File: src/rtl/lock_pkg.sv
// Shared types and constants for the combination lock: FSM states, digit type, factory code.
package lock_pkg;

    localparam int CODE_LEN_DEFAULT = 4;

    typedef logic [2:0] digit_t;

    typedef enum logic [2:0] {
        S_IDLE,
        S_ENTER,
        S_OPEN,
        S_PROG,
        S_LOCKOUT
    } state_e;

    localparam digit_t DEFAULT_COMB [CODE_LEN_DEFAULT] = '{3'b101, 3'b110, 3'b011, 3'b101};

    // Longer codes repeat the factory pattern so any CODE_LEN has a defined reset value.
    function automatic digit_t default_digit(input int i);
        return DEFAULT_COMB[i % CODE_LEN_DEFAULT];
    endfunction

endpackage

File: src/rtl/lock_timer.sv
// Down-counting interval timer: load seeds the count, done marks the last cycle of the interval.
module lock_timer #(
    parameter int WIDTH = 3
) (
    input  logic             clock,
    input  logic             reset,
    input  logic             load,
    input  logic [WIDTH-1:0] load_val,
    input  logic             en,
    output logic             done
);

    logic [WIDTH-1:0] count_d;
    logic [WIDTH-1:0] count_q;

    // NOTE: every always_comb output gets a default first, so no path leaves it unassigned and no latch is inferred.
    always_comb begin
        count_d = count_q;
        if (load) begin
            count_d = load_val;
        end else if (en && (count_q != '0)) begin
            count_d = count_q - 1'b1;
        end
    end

    assign done = en && !load && (count_q == '0);

    // NOTE: state registers use non-blocking assignments so every flop samples pre-edge values.
    always_ff @(posedge clock or posedge reset) begin
        if (reset) begin
            count_q <= '0;
        end else begin
            count_q <= count_d;
        end
    end

endmodule

File: src/rtl/lock_sequencer.sv
// Digit-combination lock with open timer, in-field reprogramming and optional failure lockout.
// Optional feature: define LOCK_LOCKOUT_EN to enable the LOCKOUT state after MAX_FAILS bad attempts.
module lock_sequencer
    import lock_pkg::*;
#(
    parameter int CODE_LEN       = CODE_LEN_DEFAULT,
    parameter int UNLOCK_CYCLES  = 8,
    parameter int MAX_FAILS      = 3,
    parameter int LOCKOUT_CYCLES = 16
) (
    input  logic       clock,
    input  logic       reset,
    input  logic       entry_valid,
    input  logic [2:0] entry,
    input  logic       prog,
    output logic       unlock,
    output logic       lockout,
    output logic [1:0] fail_cnt
);

    localparam int IDX_W  = (CODE_LEN > 1) ? $clog2(CODE_LEN) : 1;
    localparam int OPEN_W = (UNLOCK_CYCLES > 1) ? $clog2(UNLOCK_CYCLES) : 1;
    localparam int LOCK_W = (LOCKOUT_CYCLES > 1) ? $clog2(LOCKOUT_CYCLES) : 1;
    localparam logic [IDX_W-1:0] LAST_IDX  = IDX_W'(CODE_LEN - 1);
    localparam logic [1:0]       MAX_FAIL2 = 2'(MAX_FAILS);

    state_e            state_d, state_q;
    logic [IDX_W-1:0]  idx_d, idx_q;
    logic              match_d, match_q;
    logic [1:0]        fail_d, fail_q;
    digit_t            comb_d [CODE_LEN];
    digit_t            comb_q [CODE_LEN];
    logic              unlock_d, unlock_q;
    logic              lockout_d, lockout_q;
    logic              attempt_done;
    logic              open_load, open_done;
    logic              lock_load, lock_done;

    always_comb begin
        state_d      = state_q;
        idx_d        = idx_q;
        match_d      = match_q;
        fail_d       = fail_q;
        comb_d       = comb_q;
        attempt_done = 1'b0;
        open_load    = 1'b0;
        lock_load    = 1'b0;

        case (state_q)
            S_IDLE: if (entry_valid) begin
                match_d      = (entry == comb_q[0]);
                idx_d        = 1'b1;
                state_d      = S_ENTER;
                attempt_done = (CODE_LEN == 1);
            end
            S_ENTER: if (entry_valid) begin
                match_d      = match_q && (entry == comb_q[idx_q]);
                idx_d        = idx_q + 1'b1;
                attempt_done = (idx_q == LAST_IDX);
            end
            S_OPEN: begin
                if (prog) begin
                    state_d = S_PROG;
                end else if (open_done) begin
                    state_d = S_IDLE;
                end
            end
            S_PROG: if (entry_valid) begin
                comb_d[idx_q] = entry;
                idx_d         = idx_q + 1'b1;
                if (idx_q == LAST_IDX) begin
                    state_d = S_IDLE;
                end
            end
            S_LOCKOUT: if (lock_done) begin
                state_d = S_IDLE;
                fail_d  = '0;
            end
            default: state_d = S_IDLE;
        endcase

        // A wrong digit only surfaces here, once the full code length has been keyed in.
        if (attempt_done) begin
            if (match_d) begin
                state_d   = S_OPEN;
                fail_d    = '0;
                open_load = 1'b1;
            end else begin
                fail_d  = (fail_q == MAX_FAIL2) ? fail_q : fail_q + 2'd1;
                state_d = S_IDLE;
`ifdef LOCK_LOCKOUT_EN
                if (fail_d == MAX_FAIL2) begin
                    state_d   = S_LOCKOUT;
                    lock_load = 1'b1;
                end
`endif
            end
        end

        // Any state change other than starting an attempt discards the digit position.
        if ((state_d != state_q) && (state_d != S_ENTER)) begin
            idx_d = '0;
        end
    end

    assign unlock_d = (state_d == S_OPEN) || (state_d == S_PROG);
`ifdef LOCK_LOCKOUT_EN
    assign lockout_d = (state_d == S_LOCKOUT);
`else
    assign lockout_d = 1'b0;
`endif

    // NOTE: the combination store is reset like any other flop, since reset must restore the factory code.
    always_ff @(posedge clock or posedge reset) begin
        if (reset) begin
            state_q   <= S_IDLE;
            idx_q     <= '0;
            match_q   <= 1'b0;
            fail_q    <= '0;
            unlock_q  <= 1'b0;
            lockout_q <= 1'b0;
            for (int i = 0; i < CODE_LEN; i++) begin
                comb_q[i] <= default_digit(i);
            end
        end else begin
            state_q   <= state_d;
            idx_q     <= idx_d;
            match_q   <= match_d;
            fail_q    <= fail_d;
            unlock_q  <= unlock_d;
            lockout_q <= lockout_d;
            comb_q    <= comb_d;
        end
    end

    lock_timer #(.WIDTH(OPEN_W)) u_open_timer (
        .clock    (clock),
        .reset    (reset),
        .load     (open_load),
        .load_val (OPEN_W'(UNLOCK_CYCLES - 1)),
        .en       ((state_q == S_OPEN) && !prog),
        .done     (open_done)
    );

    lock_timer #(.WIDTH(LOCK_W)) u_lock_timer (
        .clock    (clock),
        .reset    (reset),
        .load     (lock_load),
        .load_val (LOCK_W'(LOCKOUT_CYCLES - 1)),
        .en       (state_q == S_LOCKOUT),
        .done     (lock_done)
    );

    assign unlock   = unlock_q;
    assign lockout  = lockout_q;
    assign fail_cnt = fail_q;

endmodule

File: config.mk
export PLATFORM = sky130hd
export DESIGN_NAME = lock_sequencer
export DESIGN_NICKNAME = d
export VERILOG_FILES = /design/src/rtl/lock_pkg.sv /design/src/rtl/lock_timer.sv /design/src/rtl/lock_sequencer.sv
export SDC_FILE = /design/constraint.sdc
export NUM_CORES = 1
export LEC_CHECK = 0
export ABC_CLOCK_PERIOD_IN_PS = 5000
export BUFFER_PORTS_ARGS = -buffer_cell sky130_fd_sc_hd__buf_2
export CORE_MARGIN = 3
export CORE_UTILIZATION = 60
export CTS_CLUSTER_DIAMETER = 200
export CTS_CLUSTER_SIZE = 30
export DETAILED_ROUTE_END_ITERATION = 8
export PLACE_DENSITY = 0.85
export SYNTH_ARGS = -nofsm -noshare
export SYNTH_HDL_FRONTEND = slang
export SYNTH_SLANG_ARGS = --single-unit
File: constraint.sdc
create_clock -name clock -period 5 [get_ports clock]
set_input_delay 0.5 -clock clock [delete_from_list [all_inputs] [get_ports clock]]
set_output_delay 0.5 -clock clock [all_outputs]
set_load 0.03 [all_outputs]
== After elaboration in Yosys (flattened, before gate mapping) ==
Index checks and enable logic that the tools add are counted.
Widths: inputs -> output; s select.

* Logic and storage cells: 91
* Output and inout port bits: 4
* Register bits after elaboration: 28

* Add/sub/neg operators: 4
* Mux-type cells: 33
* Bitwise operators: 1
* Reduce and logical (&&, ||, !) cells: 25
* Order comparisons: 2
* Equal/unequal tests: 15

{| class="wikitable"
|+ Operator list
! kind !! count
|-
| $mux 3 || 12
|-
| $mux 2 || 9
|-
| $pmux 3 s5 || 1
|-
| $bwmux 12 || 1
|-
| $eq 3x2->1 const B || 4
|-
| $logic_and 1x1->1 || 9
|-
| $bmux 3 s2 || 1
|-
| $demux 3 s2 || 1
|-
| $eq 3x3->1 || 2
|-
| $logic_not 3->1 || 2
|-
| $mux 1 || 6
|-
| $ne 3x1->1 const B || 2
|-
| $ne 3x3->1 const B || 2
|-
| $reduce_and 3->1 || 2
|-
| $reduce_bool 2->1 || 3
|-
| $reduce_bool 3->1 || 2
|-
| $add 2x1->2 const B || 2
|-
| $eq 2x2->1 const B || 2
|-
| $logic_not 4->1 || 1
|-
| $pmux 2 s2 || 1
|-
| $reduce_bool 4->1 || 1
|-
| $sub 4x1->4 const B || 1
|-
| $eq 3x1->1 const B || 1
|-
| $eq 3x3->1 const B || 1
|-
| 10 further kinds || 11
|}

== Depth between registers and ports, before layout ==
* Depth after elaboration: 21
* Mapped depth: 7

== Hierarchy ==
From an unflattened synthesis, not the netlist that was laid out.

* Cells, all modules: 165
* Area, all modules: 1,744.2 sq um

{| class="wikitable"
|+ Modules (own cells, without submodules)
! module !! area each (sq um) !! cells an instance !! sequential area each (sq um) !! instances
|-
| lock_sequencer || 1,258.7 || 111 || 535.5 || 1
|-
| lock_timer at u_lock_timer || 272.8 || 29 || 100.1 || 1
|-
| lock_timer at u_open_timer || 212.7 || 25 || 75.1 || 1
|}

== Worst setup path before layout ==
OpenSTA, ideal clock, no wires.

* Path kind: flip-flop to flip-flop
* Start: register idx_q[0]
* End: register fail_q[0], in the netlist fail_cnt[0]
* Buffers on the path: 0
* Arrival: 1.778 ns
* Cell stages (with the launch flop): 6
* Required time: 4.879 ns
* Clock period less this slack: 1.899 ns
* Path slack: 3.101 ns
* Cells stage by stage: dfrtp_1 -> mux4_1 -> xnor2_1 -> nand4_1 -> a31o_1 -> a22o_1

* Longest elaborated chain between the ends: 10
* Elaborated cells between the ends (all ways): 17

{| class="wikitable"
|+ RTL lines
! item !! RTL line !! RTL
|-
| start: declaration || lock_sequencer.sv:28 || <nowiki>logic [IDX_W-1:0] idx_d, idx_q;</nowiki>
|-
| start signal: assignment || lock_sequencer.sv:127 || <nowiki>idx_q <= idx_d;</nowiki>
|-
| $not 2->3 (not written as such) || lock_sequencer.sv:57 || <nowiki>match_d = match_q && (entry == comb_q[idx_q]);</nowiki>
|-
| $bmux 3 s2 || lock_sequencer.sv:57 ||
|-
| $mux 3 (not written as such) (2 in series) || lock_sequencer.sv:57 ||
|-
| $eq 3x3->1 || lock_sequencer.sv:57 ||
|-
| $logic_and 1x1->1 || lock_sequencer.sv:57 ||
|-
| $mux 1 || lock_sequencer.sv:56 || <nowiki>S_ENTER: if (entry_valid) begin</nowiki>
|-
| $pmux 1 s2 || lock_sequencer.sv:49 || <nowiki>case (state_q)</nowiki>
|-
| $ne 3x3->1 (no line) / $mux 2 (equally long branches) || -- ||
|-
| $reduce_and 3->1 (no line) / $mux 2 (equally long branches) || -- ||
|-
| end signal: assignment || lock_sequencer.sv:129 || <nowiki>fail_q <= fail_d;</nowiki>
|-
| end: declaration || lock_sequencer.sv:30 || <nowiki>logic [1:0] fail_d, fail_q;</nowiki>
|}

Several ways; a longest one is shown, not always the timed one. The select of a mux whose other input is x is not followed.
A chain may end at the register's enable or synchronous reset.

== Worst setup path in the final report ==
Ends and elaborated chain as after synthesis.

==> qor.yml <==
clock_network:
  insertion_delay_ns: 0.32
  postCtsSetupBuffers: 0
  cts_resized: 0
  cts_tree: "yes"
  cts.path.max_buffers: 2
  cts_max_level: 1
  cts_hold_buf: 0
  cts.sinks: 28
  cts.clk_slew.worst_paths_ns: 0.15
  clockRootBuffer: "clkbuf_4"
  cts_buffers: 3
status:
  status: "finished clean"
sta:
  hold_viol: 0
  maxClockFrequency_mhz: 468
  holdWs_ns: 0.393
  finalMaxSlewViolations: 0
  setup_viol: 0
  period_share_pct: 42.7
  fin_skew_ns: 0.00330
  worstMarginPinSlew_ns: 1.02
  min_period_ns: 2.13
  slew_headroom_pct: 31.8
  setup-tns-final_ns: 0
  rsz0062_at_grt: "false"
grt:
  antenna_found_initial: 0
  grt_max_degree: 29
  grt_overflow_total: 0
  grt_pass1_vias: 1021
  gr-usage-all-layers_pct: 18.6
  grt_pass1_wl_um: 4710
worst_setup_path:
  end_kind: "register"
  crit_fanout: 7
  path_class: "reg -> reg"
  timing.rr.end: "fail_cnt[0]$_DFFE_PP0P_"
  required_ns: 5.23
  startpoint_type: "register"
  reg2reg_depth: 5
  r2r_setup_slack_ns: 2.87
  r2r-start: "idx_q[0]$_DFFE_PP0P_"
  crit_arrival_ns: 2.36
place:
  place.gp.congestion: 0.824
  placed_area_um2: 1590
  io_buffers: 9
  place_hpwl_um: 2030
final_layout:
  fin_nets: 163
  layout_common_cells: "dfrtp_1 (20), mux2_2 (14), nand2_1 (11)"
  design_area_um2: 1620
  final_common_cell: "dfrtp_1"
  layout-drive-gt1-share_pct: 24.5
  n_antenna_cell: 0
  area_growth_syn_to_layout_pct: 5.97
yosys:
  syn_inst: 137
  synth-edff-count: 0
  ys_warn_count: 0
  yosysUniqueCellTypes: 33
  syn_nets: 152
  syn_area_per_cell_um2: 11.2
  ys_ff_latch: 28
  syn-cell-area_um2: 1530
  synth-seq-area-share_pct: 46.5
  yosys_most_used_dff: "dfrtp_1"
  ys_async_sr_fraction_pct: 100
flow_run:
  max-cap-violations: 0
die:
  rows: 17
  die_x_um: 56.5
  core-area_um2: 2320
  io_pins: 11
  die_area_um2: 3190
  die_y_um: 56.5
  start_util_pct: 65.9
pwr:
  switchingPower_w: 0.000236
  ir_worst_vdd_v: 0.000278
  p_clk_share_pct: 14.1
  power_frac_comb_pct: 33.3
  seq_power_share_pct: 52.6
  switching_share_pct: 34.7
  powerDensity_nw_per_um2: 419
  p_leak_nw: 0.735
  internal_power_w: 0.000443
hold_path:
  holdCritPathClass: "in -> async"
drt:
  via_per_inst: 6.02
  drtIter0Drc: 23
  drt_pass1_iterations: 4
  wire_per_inst_um: 15.4
  drt_wl_total_um: 2690
  vias: 1053
  drc: 0
  ant_nets: 0
[critical path, stage by stage, from the launching register on]
cell,delay [ns]
dfrtp_1,0.53
mux4_1,0.63
xnor2_1,0.23
nand4_1,0.16
a31o_1,0.26
a22o_1,0.22
[flip-flops by register name, indices dropped and copies added (netlist names)]
signal and flops:
comb_q 12, u_lock_timer.count_q 4, state_q 3, u_open_timer.count_q 3, fail_cnt 2, idx_q 2, match_q 1, unlock 1
[routing by layer]
layer	global-route usage, %	vias to the layer above	wire [µm]
li1	-	506	-
met1	26.4	519	1240
met2	29.2	24	1320
met3	3.22	4	100
met4	5.42	0	29
met5	0	-	0
[metrics by stage]
stage               total power (W)  std cells  util (%)  setup slack (ns)
floorplan                  0.000528        137         -              3.10
global placement           0.000568        171      68.8              3.00
detailed placement         0.000587        171      68.8              2.87
CTS                        0.000681        175      69.9              2.85
global route               0.000729        175      69.9              2.78
finish                     0.000678        175      69.9              2.87
[worst max path at each step]
stage / slack, ns / start / depth (start not counted) / to
floorplan: 3.10 / idx_q[0]$_DFFE_PP0P_ / 5 / fail_cnt[0]$_DFFE_PP0P_
global placement: 3.00 / idx_q[0]$_DFFE_PP0P_ / 5 / fail_cnt[0]$_DFFE_PP0P_
detailed placement: 2.87 / idx_q[0]$_DFFE_PP0P_ / 5 / fail_cnt[0]$_DFFE_PP0P_
CTS: 2.85 / idx_q[0]$_DFFE_PP0P_ / 5 / fail_cnt[0]$_DFFE_PP0P_
global route: 2.78 / idx_q[0]$_DFFE_PP0P_ / 5 / fail_cnt[1]$_DFFE_PP0P_
finish: 2.87 / idx_q[0]$_DFFE_PP0P_ / 5 / fail_cnt[0]$_DFFE_PP0P_
[cells by family (layout without fill, tap and decap cells)]
logic type      count (synthesis)  in the layout  share of synthesized area [%]
simple gates                   42             42                           14.1
fa+ha+maj                       8              8                           6.55
compound gates                 20             20                           8.51
mux                            17             17                           15.5
flops                          28             28                           46.5
other cells                     1              1                          0.245
buf+inv                        11             21                           2.95
xor+xnor                       10             10                           5.73
[synthesized netlist by cell type, types with 3 or more instances]
master / n / share of area, %
a21oi_1: 5 / 1.6
xor2_1: 4 / 2.3
dfstp_2: 8 / 14
nor2_1: 9 / 2.2
nand2_1: 11 / 2.7
o21ai_0: 6 / 2.0
mux4_1: 3 / 5.2
nor3_1: 5 / 1.6
dfrtp_1: 20 / 33
xnor2_1: 6 / 3.4
inv_1: 8 / 2.0
mux2_2: 14 / 10
ha_1: 8 / 6.5
[area by class of cell]
type                            instances  area [µm²]
Timing Repair Buffer                    9        45.0
Inverter                                8        30.0
Fill cell                             164         698
Sequential cell                        28         711
Multi-Input combinational cell         98         773
Tap cell                               28        35.0
Clock buffer                            4        26.3
[power groups by stage]
stage | sequential (W) | clock, W | combinational (W)
after CTS | 0.000356 | 0.0000974 | 0.000228
after floorplan | 0.000353 | 0 | 0.000175
after detailed placement | 0.000361 | 0 | 0.000226
final | 0.000357 | 0.0000959 | 0.000226
after global placement | 0.000355 | 0 | 0.000213
after global routing | 0.000365 | 0.000110 | 0.000255
No activity file was read; power rests on OpenSTA's default activity.
